### config.mk
export PLATFORM = sky130hd
export DESIGN_NAME = difftest_step_batcher
export DESIGN_NICKNAME = d
export VERILOG_FILES = /design/src/rtl/difftest_batch_pkg.sv /design/src/rtl/batch_idle_timer.sv /design/src/rtl/difftest_step_batcher.sv
export SDC_FILE = /design/constraint.sdc
export NUM_CORES = 1
export LEC_CHECK = 0
export ABC_AREA = 1
export CAP_MARGIN = 0
export CELL_PAD_IN_SITES_DETAIL_PLACEMENT = 0
export CELL_PAD_IN_SITES_GLOBAL_PLACEMENT = 1
export CORE_ASPECT_RATIO = 0.7
export CORE_UTILIZATION = 39
export DETAILED_ROUTE_END_ITERATION = 10
export HOLD_SLACK_MARGIN = 0.12
export PLACE_DENSITY = 0.91
export RECOVER_POWER = 100
export SLEW_MARGIN = 20
export SYNTH_ARGS = -nofsm -noshare
export SYNTH_HDL_FRONTEND = slang
export SYNTH_HIERARCHICAL = 1
export SYNTH_SLANG_ARGS = --single-unit
### constraint.sdc
create_clock -name clock -period 8.7 [get_ports clock]
set_input_delay 1.305 -clock clock [delete_from_list [all_inputs] [get_ports clock]]
set_output_delay 1.305 -clock clock [all_outputs]
set_load 0.01 [all_outputs]
### src/rtl/difftest_batch_pkg.sv
// Shared types and width helpers for the DiffTest step batcher.
//   batch_state_e : batcher FSM states (IDLE, COLLECT, DRAIN)
//   acc_width()   : accumulator width derived from the step width
//   step_max()    : largest value a single difftest_step can carry
package difftest_batch_pkg;

    typedef enum logic [1:0] {
        IDLE    = 2'd0,
        COLLECT = 2'd1,
        DRAIN   = 2'd2
    } batch_state_e;

    // One extra bit so a full step can be emitted while more commits keep arriving.
    function automatic int acc_width(input int step_w);
        return step_w + 1;
    endfunction

    function automatic int step_max(input int step_w);
        return (1 << step_w) - 1;
    endfunction

endpackage

### src/rtl/batch_idle_timer.sv
// Idle timer for the step batcher: counts cycles in which a partial batch sits
// without being emitted, and flags expiry once TIMEOUT-1 such cycles are seen.
//   clock, reset : clock and synchronous active-high reset
//   clear        : restart the count (emission, return to idle)
//   count_en     : count this cycle
//   freeze       : hold the count as-is (overrides count_en, not clear)
//   expired      : count has reached TIMEOUT-1
module batch_idle_timer #(
    parameter int TIMEOUT = 256
) (
    input  logic clock,
    input  logic reset,
    input  logic clear,
    input  logic count_en,
    input  logic freeze,
    output logic expired
);

    localparam int CNT_W = $clog2(TIMEOUT);
    localparam logic [CNT_W-1:0] LAST = CNT_W'(TIMEOUT - 1);

    logic [CNT_W-1:0] count;

    // Saturates at LAST so a held-off expiry stays asserted until cleared.
    always_ff @(posedge clock) begin
        if (reset || clear) begin
            count <= '0;
        end else if (count_en && !freeze && (count != LAST)) begin
            count <= count + CNT_W'(1);
        end
    end

    assign expired = (count == LAST);

endmodule

### src/rtl/difftest_step_batcher.sv
// Batches per-cycle commit counts into difftest_step pulses for the DiffTest
// endpoint. A batch leaves on reaching THRESHOLD, on idle timeout (optional),
// or while draining after a flush; hold suppresses emission only.
//   clock, reset   : clock and synchronous active-high reset
//   in_valid       : in_step is valid this cycle
//   in_step        : instructions committed this cycle (0 allowed)
//   in_ready       : accumulator has room for a full in_step
//   flush          : drain everything pending (remembered through hold)
//   hold           : no emission this cycle, accumulation continues
//   difftest_step  : registered step count, 0 = no step
//   pending        : current accumulator value
//   busy           : FSM is not idle
// Build option: define DIFFTEST_STEP_BATCH_TIMEOUT_EN to build the idle timer;
// without it partial batches leave only on threshold or flush.
//
// state   | meaning
// IDLE    | nothing pending
// COLLECT | accumulating a partial batch
// DRAIN   | flushing; emit every cycle until empty
module difftest_step_batcher
    import difftest_batch_pkg::*;
#(
    parameter int STEP_W    = 8,
    parameter int IN_W      = 4,
    parameter int THRESHOLD = 64,
    parameter int TIMEOUT   = 256
) (
    input  logic              clock,
    input  logic              reset,
    input  logic              in_valid,
    input  logic [IN_W-1:0]   in_step,
    output logic              in_ready,
    input  logic              flush,
    input  logic              hold,
    output logic [STEP_W-1:0] difftest_step,
    output logic [STEP_W:0]   pending,
    output logic              busy
);

    localparam int ACC_W = acc_width(STEP_W);
    localparam logic [ACC_W-1:0] STEP_MAX_A  = ACC_W'(step_max(STEP_W));
    localparam logic [ACC_W-1:0] THRESH_A    = ACC_W'(THRESHOLD);
    // Largest acc that can still absorb a maximum in_step without wrapping.
    localparam logic [ACC_W-1:0] READY_LIMIT = ACC_W'(((1 << ACC_W) - 1) - ((1 << IN_W) - 1));

    batch_state_e      state, state_next;
    logic [ACC_W-1:0]  acc, acc_next, accepted, emitted;
    logic              accept, emit, timer_expired;

    assign in_ready = (acc <= READY_LIMIT);
    assign accept   = in_valid && in_ready;
    assign accepted = accept ? ACC_W'(in_step) : '0;

    // acc != 0 keeps a stale timer or an empty drain from producing a zero step.
    assign emit     = !hold && (acc != '0) &&
                      ((acc >= THRESH_A) || timer_expired || (state == DRAIN));
    assign emitted  = emit ? ((acc > STEP_MAX_A) ? STEP_MAX_A : acc) : '0;
    assign acc_next = acc - emitted + accepted;

    always_comb begin
        state_next = state;
        case (state)
            IDLE:    if (accept && (in_step != '0)) state_next = COLLECT;
            COLLECT: if (acc_next == '0) state_next = IDLE;
            DRAIN:   if (acc_next == '0) state_next = IDLE;
            default: state_next = IDLE;
        endcase
        // A flush with nothing left after this cycle has nothing to drain.
        if (flush) begin
            state_next = (acc_next == '0) ? IDLE : DRAIN;
        end
    end

    always_ff @(posedge clock) begin
        if (reset) begin
            state         <= IDLE;
            acc           <= '0;
            difftest_step <= '0;
        end else begin
            state         <= state_next;
            acc           <= acc_next;
            difftest_step <= emitted[STEP_W-1:0];
        end
    end

`ifdef DIFFTEST_STEP_BATCH_TIMEOUT_EN
    batch_idle_timer #(
        .TIMEOUT (TIMEOUT)
    ) u_idle_timer (
        .clock    (clock),
        .reset    (reset),
        .clear    (emit || (state_next == IDLE)),
        .count_en ((state == COLLECT) && !emit),
        .freeze   (hold),
        .expired  (timer_expired)
    );
`else
    // TIMEOUT has no effect without the timer.
    localparam int unused_timeout = TIMEOUT;
    assign timer_expired = 1'b0;
`endif

    assign pending = acc;
    assign busy    = (state != IDLE);

endmodule

==> run_summary.xml <==
<?xml version="1.0" encoding="UTF-8"?>
<metrics>
  <group name="clock_network">
    <metric name="clock_pin_slew_reported_for_the_worst_setup_and_hold_paths_after_clock_tree_synthesis" unit="ps">60</metric>
    <metric name="ctsHoldBuffers" unit="">0</metric>
    <metric name="cts_resized" unit="">0</metric>
    <metric name="cts_made_buffers" unit="">3</metric>
    <metric name="post_cts_buffers" unit="">0</metric>
    <metric name="htree_num_levels" unit="">1</metric>
    <metric name="root_buffer" unit="">clkbuf_8</metric>
    <metric name="insertion_delay_to_the_later_sink_of_the_worst_skew_pair" unit="ps">250</metric>
    <metric name="clock_sinks" unit="">19</metric>
    <metric name="cts_tree" unit="">built</metric>
    <metric name="ctsLongestPathBuffers" unit="">2</metric>
  </group>
  <group name="global_route">
    <metric name="grt_overflow" unit="">0</metric>
    <metric name="grt_antenna_before_repair" unit="">0</metric>
    <metric name="grt_pass1_vias" unit="">1063</metric>
    <metric name="global_route.usage.total" unit="%">17.2</metric>
    <metric name="grt_start_max_net_pins" unit="">20</metric>
    <metric name="global_route_wire_length_before_repair" unit="um">4860</metric>
  </group>
  <group name="sta">
    <metric name="setup_viol_count_final" unit="">0</metric>
    <metric name="max_slew.worst_pin.slew" unit="ps">752</metric>
    <metric name="slew_headroom" unit="%">49.7</metric>
    <metric name="setup_repair_after_global_routing_missed_its_margin" unit="">false</metric>
    <metric name="final_critical_path_setup_slack" unit="ps">4510</metric>
    <metric name="max_clock_freq" unit="GHz">0.239</metric>
    <metric name="period_share" unit="%">48.1</metric>
    <metric name="fin_worst_skew" unit="ps">3.64</metric>
    <metric name="report.final.hold_viol_count" unit="">0</metric>
    <metric name="drv_slew" unit="">0</metric>
    <metric name="final.min_clock_period" unit="ps">4190</metric>
    <metric name="setup_tns" unit="ps">0</metric>
    <metric name="finalHoldWorstSlack" unit="ps">473</metric>
  </group>
  <group name="critical_path">
    <metric name="critical_path.slowest_cell" unit="">dlygate4sd3_1</metric>
    <metric name="startpoint_type" unit="">input port</metric>
    <metric name="crit_path_frequent_cell" unit="">nand2_1</metric>
    <metric name="worstPathArrival" unit="ps">4290</metric>
    <metric name="worst_path_largest_cell_delay" unit="ps">530</metric>
    <metric name="critPathBufInv" unit="">4</metric>
    <metric name="worst-setup-path-type" unit="">in2reg</metric>
    <metric name="cpLargestDelayFamily" unit="">simple AND/OR/NAND/NOR gates</metric>
    <metric name="critical_path.endpoint_type" unit="">flip-flop</metric>
    <metric name="cp_max_fo" unit="">7</metric>
    <metric name="worst-endpoint-required" unit="ps">8810</metric>
    <metric name="cp_cell_sequence" unit="">dlygate4sd3_1, inv_1, nand2_1, inv_1, o21ai_0, fa_1, ha_1, inv_1, nand2_1, nand3_1, nand2_1, nand2_1, nand2_1, nor2_2, nand3_2, nand2_1, nand2_1, nand2_1, a21oi_2</metric>
  </group>
  <group name="detailed_routing">
    <metric name="drt_first_iter_violations" unit="">71</metric>
    <metric name="drc" unit="">0</metric>
    <metric name="dr.pass1.iters" unit="">6</metric>
    <metric name="via_density" unit="">4.55</metric>
    <metric name="antenna_violating_nets_post_route" unit="">0</metric>
    <metric name="route.final.wire_length" unit="um">2850</metric>
    <metric name="detailroute.via_count" unit="">1207</metric>
    <metric name="average_detailed_routed_wire_length_per_instance" unit="um">10.7</metric>
  </group>
  <group name="logic_synthesis">
    <metric name="synth_fp_nets" unit="">218</metric>
    <metric name="yosys.cell_types.count" unit="">24</metric>
    <metric name="synth.largest_area_cell" unit="">dfxtp_1</metric>
    <metric name="synth.yosys.warnings" unit="">6</metric>
    <metric name="synthesis.instances" unit="">190</metric>
    <metric name="register_area_share_after_synthesis" unit="%">27.9</metric>
    <metric name="synthTopCellsByArea" unit="">dfxtp_1, ha_1, nand2_1, inv_1, nor2_1</metric>
    <metric name="synth_largest_type_area_fraction" unit="%">27.9</metric>
    <metric name="synth_area" unit="mm2">0.00137</metric>
    <metric name="postSynthRegisterBits" unit="">19</metric>
    <metric name="post_synth.cell_area_avg" unit="um2">7.18</metric>
  </group>
  <group name="status">
    <metric name="status" unit="">finished clean</metric>
  </group>
  <group name="finish">
    <metric name="design.final.nets" unit="">247</metric>
    <metric name="drive_above_1_share" unit="%">8.72</metric>
    <metric name="ff_latch_area" unit="um2">380</metric>
    <metric name="fin_util" unit="%">53.1</metric>
    <metric name="area.growth.synth_to_final" unit="%">25.8</metric>
    <metric name="nFillCells" unit="">330</metric>
    <metric name="antenna_cells_inserted" unit="">0</metric>
    <metric name="multiInputGateArea" unit="um2">827</metric>
  </group>
  <group name="die">
    <metric name="std_cell_rows" unit="">17</metric>
    <metric name="ioPinCount" unit="">28</metric>
    <metric name="die-area" unit="mm2">0.00374</metric>
    <metric name="die_h" unit="um">51.5</metric>
    <metric name="initial_utilization" unit="%">42.2</metric>
    <metric name="core_area" unit="mm2">0.00323</metric>
    <metric name="die_w" unit="um">72.7</metric>
  </group>
  <group name="power">
    <metric name="power.density" unit="mW/mm2">439</metric>
    <metric name="power.leakage" unit="nW">0.882</metric>
    <metric name="irDropWorstVdd" unit="mV">0.214</metric>
    <metric name="power.total" unit="mW">0.753</metric>
  </group>
  <group name="place">
    <metric name="dpl.hpwl" unit="um">2410</metric>
    <metric name="gpl.final_weighted_congestion" unit="">0.836</metric>
    <metric name="placement.setup.worst_slack" unit="ps">4420</metric>
    <metric name="numPortBuffers" unit="">27</metric>
  </group>
  <group name="run">
    <metric name="maxCapViolations" unit="">0</metric>
  </group>
  <group name="hold_path">
    <metric name="hold_path_class" unit="">reg2reg</metric>
  </group>
</metrics>
-- worst reg2reg max path: cells and delay by family (launching register included) --
kind	cells	cell delay, ps
AOI/OAI and AO/OA	3	420
buffers and inverters	2	250
adders and majority gates	2	850
DFF	1	360
and+or+nand+nor	14	1390
-- final cells by class --
type / instances / share of cell area, %
multi-input cells: 132 / 48.2
repair buffers: 27 / 15.7
flip-flops and latches: 19 / 22.2
well taps: 47 / 3.43
inverters: 36 / 7.87
clock buffers: 4 / 2.62
-- cells in the mapped netlist --
master,instances
a211oi_1,3
a21oi_1,7
a21oi_2,4
buf_1,1
buf_2,1
clkbuf_1,1
dfxtp_1,19
fa_1,4
ha_1,15
inv_1,35
inv_2,1
nand2_1,37
nand2_2,7
nand3_1,9
nand3_2,6
nand4_1,3
nor2_1,24
nor2_2,1
nor3_1,1
nor4_1,1
o21ai_0,6
o21bai_1,1
o31ai_1,1
xor2_1,2
-- final timing paths --
check                           startpoint       end  slack (ps)  cells past startpoint
worst min-delay path              state[0]  state[0]         470                      2
worst min register to register    state[0]  state[0]         470                      2
worst max-delay path                  hold  state[1]        4510                     19
worst max register to register  pending[3]  state[1]        5290                     21
-- metal layers --
metal | up-vias | share of wire, % | global-route usage, %
li1 | 658 | - | -
met1 | 524 | 56 | 26.3
met2 | 20 | 40 | 24.1
met3 | 5 | 4.0 | 4.65
met4 | 0 | 0.42 | 2.94
met5 | - | 0 | 0
-- registers in the layout, summed over array words and instances (netlist names) --
signal / cells
pending: 9
difftest_step: 8
state: 2
-- per-stage QoR --
| step | cell area, um2 | instances |
|---|---|---|
| after CTS | 1730 | 265 |
| after global placement | 1680 | 261 |
| after global routing | 1720 | 265 |
| after detailed placement | 1680 | 261 |
| after floorplan | 1370 | 190 |
| final | 1720 | 265 |
-- cell families (layout without fill, tap and decap cells) --
logic type               Yosys count  count (layout)  share of synthesized area [%]
adder cells (fa/ha/maj)           19              19                           19.6
AND/OR/NAND/NOR                   89              89                           30.3
flip-flops                        19              19                           27.9
buffers and inverters             39              67                           10.8
XOR/XNOR                           2               2                           1.28
AO/OA/AOI/OAI                     22              22                           10.1
-- layout by cell type (no fill, tap or decap), types with 2 or more instances in the layout --
cell              n
nand3_1          10
a211oi_1          3
dlygate4sd3_1    21
clkdlybuf4s50_1   6
nand2_2           5
a21oi_2           4
dfxtp_1          19
nor2_1           24
nand4_1           3
nand3_2           5
clkbuf_8          3
ha_1             15
nand2_1          39
xor2_1            2
inv_1            35
o21ai_0           6
a21oi_1           7
fa_1              4
-- report_power, final --
part | total [mW] | switching, mW | leakage [nW] | internal [mW]
Sequential | 0.139 | 0.0238 | 0.157 | 0.115
Combinational | 0.555 | 0.340 | 0.702 | 0.215
Clock | 0.0598 | 0.0272 | 0.0228 | 0.0325
Note: power is estimated with default switching activity, not from simulation.
==> RTL edit, RTL diff (config.mk and constraints unchanged) <==
`STEP_W`: 8 -> 10.
--- a/src/rtl/difftest_step_batcher.sv
+++ b/src/rtl/difftest_step_batcher.sv
@@ -20,7 +20,7 @@
 module difftest_step_batcher
     import difftest_batch_pkg::*;
 #(
-    parameter int STEP_W    = 8,
+    parameter int STEP_W    = 10,
     parameter int IN_W      = 4,
     parameter int THRESHOLD = 64,
     parameter int TIMEOUT   = 256
Ports: changed (resized difftest_step and pending); port bits go from 28 to 32. The function was not compared with the original's and may differ.
==> RTL edit against the unedited design <==
  * Setup slack got worse by 0.032 ns
  * Highest routed layer unchanged
  * Sequential cell count rose by 4
  * Count of clock-buffer cells in the layout did not move
  * Routed wire length rose by 32%
  * Core utilization fell by 2.0 points
  * Synthesized area rose by 20%
  * Hold slack improved by 0.0030 ns
  * Clock skew barely moved
  * Final area rose by 18%
Power is left out: the tool's default activity adds up to more than one toggle a clock period on the data nets, which glitch-free logic cannot reach.
==> RTL edit: results (changes against the unedited design) <==
| Metric | Value |
|---|---|
| HPWL after DPL | 3056 µm (was 2410 µm) |
| End point of the critical path | state[0] (was state[1]) |
| Length of routed met2 wiring | 1581 µm (was 1125 µm) |
| Final worst hold slack | 0.4756 ns (was 0.4726 ns) |
| Via density per instance | 4.699 (was 4.555) |
| Global-route wire length before repair | 6444 µm (was 4857 µm) |
| Fraction of synthesized cell area in xor and xnor cells | 0.005331 (was 0.01283) |
| Global-route met1 utilization | 0.2730 (was 0.2626) |
| Via count of the first global-routing pass | 1434 (was 1063) |
| Post-synthesis sequential area ratio | 0.2803 (was 0.2786) |
| Global Route Usage Sum | 0.1870 (was 0.1724) |
| Post-place setup slack | 4.451 ns (was 4.422 ns) |
| Clock slew at reported path FFs | 0.08 ns (was 0.06 ns) |
| Wire length reported by the detailed router | 3763 µm (was 2848 µm) |
| Adder-cell area share of the yosys netlist | 0.1935 (was 0.1962) |
| Post-synth net total | 270 (was 218) |
| Post-synthesis instance total | 238 (was 190) |
| Final Wtd Congestion | 0.8948 (was 0.8356) |
| Fraction of synthesis flops using an asynchronous set or reset pin | 0 (unchanged) |
| Cells taking the most area after synthesis | sky130_fd_sc_hd__dfxtp_1 (28%), sky130_fd_sc_hd__ha_1 (14%), sky130_fd_sc_hd__nand2_1 (14%) (was sky130_fd_sc_hd__dfxtp_1 (28%), sky130_fd_sc_hd__ha_1 (14%), sky130_fd_sc_hd__nand2_1 (10%)) |
| Highest clock rate | 237.1 MHz (was 238.9 MHz) |
| Arrival time of data at the critical path endpoint | 4.34 ns (was 4.29 ns) |
| Max Clock Skew | 0.003652 ns (was 0.003641 ns) |
| Yosys cell types | 22 (was 24) |
| Share of cells above drive strength 1 | 0.03704 (was 0.08716) |
| GR Layer Usage met2 | 0.2808 (was 0.2414) |
| Largest net degree at the start of global routing | 24 (was 20) |
| Routed met1 length | 2013 µm (was 1595 µm) |
| Reg-to-reg setup timing slack | 5.06 ns (was 5.29 ns) |
| Beginning of the critical path | hold (unchanged) |
| Commonest cells post-synth | sky130_fd_sc_hd__nand2_1 (60), sky130_fd_sc_hd__inv_1 (41), sky130_fd_sc_hd__nor2_1 (26) (was sky130_fd_sc_hd__nand2_1 (37), sky130_fd_sc_hd__inv_1 (35), sky130_fd_sc_hd__nor2_1 (24)) |
| Met3 track utilization from global routing | 0.04553 (was 0.04651) |
| Area fraction in compound gates after synthesis | 0.09444 (was 0.1008) |
| DRC violation total after the first TritonRoute iteration | 84 (was 71) |
| Standard cell area after detailed placement | 2006 µm² (was 1682 µm²) |
| Filler-free cell count of the finished design | 322 (was 265) |
| Filler instances | 406 (was 330) |
| First-pass iteration count of the detailed router | 4 (was 6) |
| Run status | finished, final reports clean (unchanged) |
| Met3 wire len | 145 µm (was 114 µm) |
| Largest register FFs | 11 (was 9) |
| Maximum net fanout on the critical path | 9 (was 7) |
-- RTL edit: cell count changes after synthesis, moves of 4 or more --
cell                      before  now
sky130_fd_sc_hd__nand2_1      37   60
sky130_fd_sc_hd__a21oi_1       7   13
sky130_fd_sc_hd__inv_1        35   41
sky130_fd_sc_hd__dfxtp_1      19   23
sky130_fd_sc_hd__ha_1         15   19
sky130_fd_sc_hd__nand3_1       9   13
-- RTL edit: kinds of logic (layout without fill, tap and decap cells) --
logic type	Yosys count	in the layout
fa+ha+maj	23	23
simple gates	120	120
xor+xnor	1	1
buf+inv	44	76
compound gates	27	27
flops	23	23
-- RTL edit: area by class of cell --
class                           count  area, µm²  area share
Sequential cell                    23      460.4      0.2272
Timing Repair Buffer               31      310.3      0.1531
Inverter                           41      153.9     0.07593
Tap cell                           52      65.06     0.03210
Clock buffer                        4      45.04     0.02222
Multi-Input combinational cell    171      992.2      0.4895
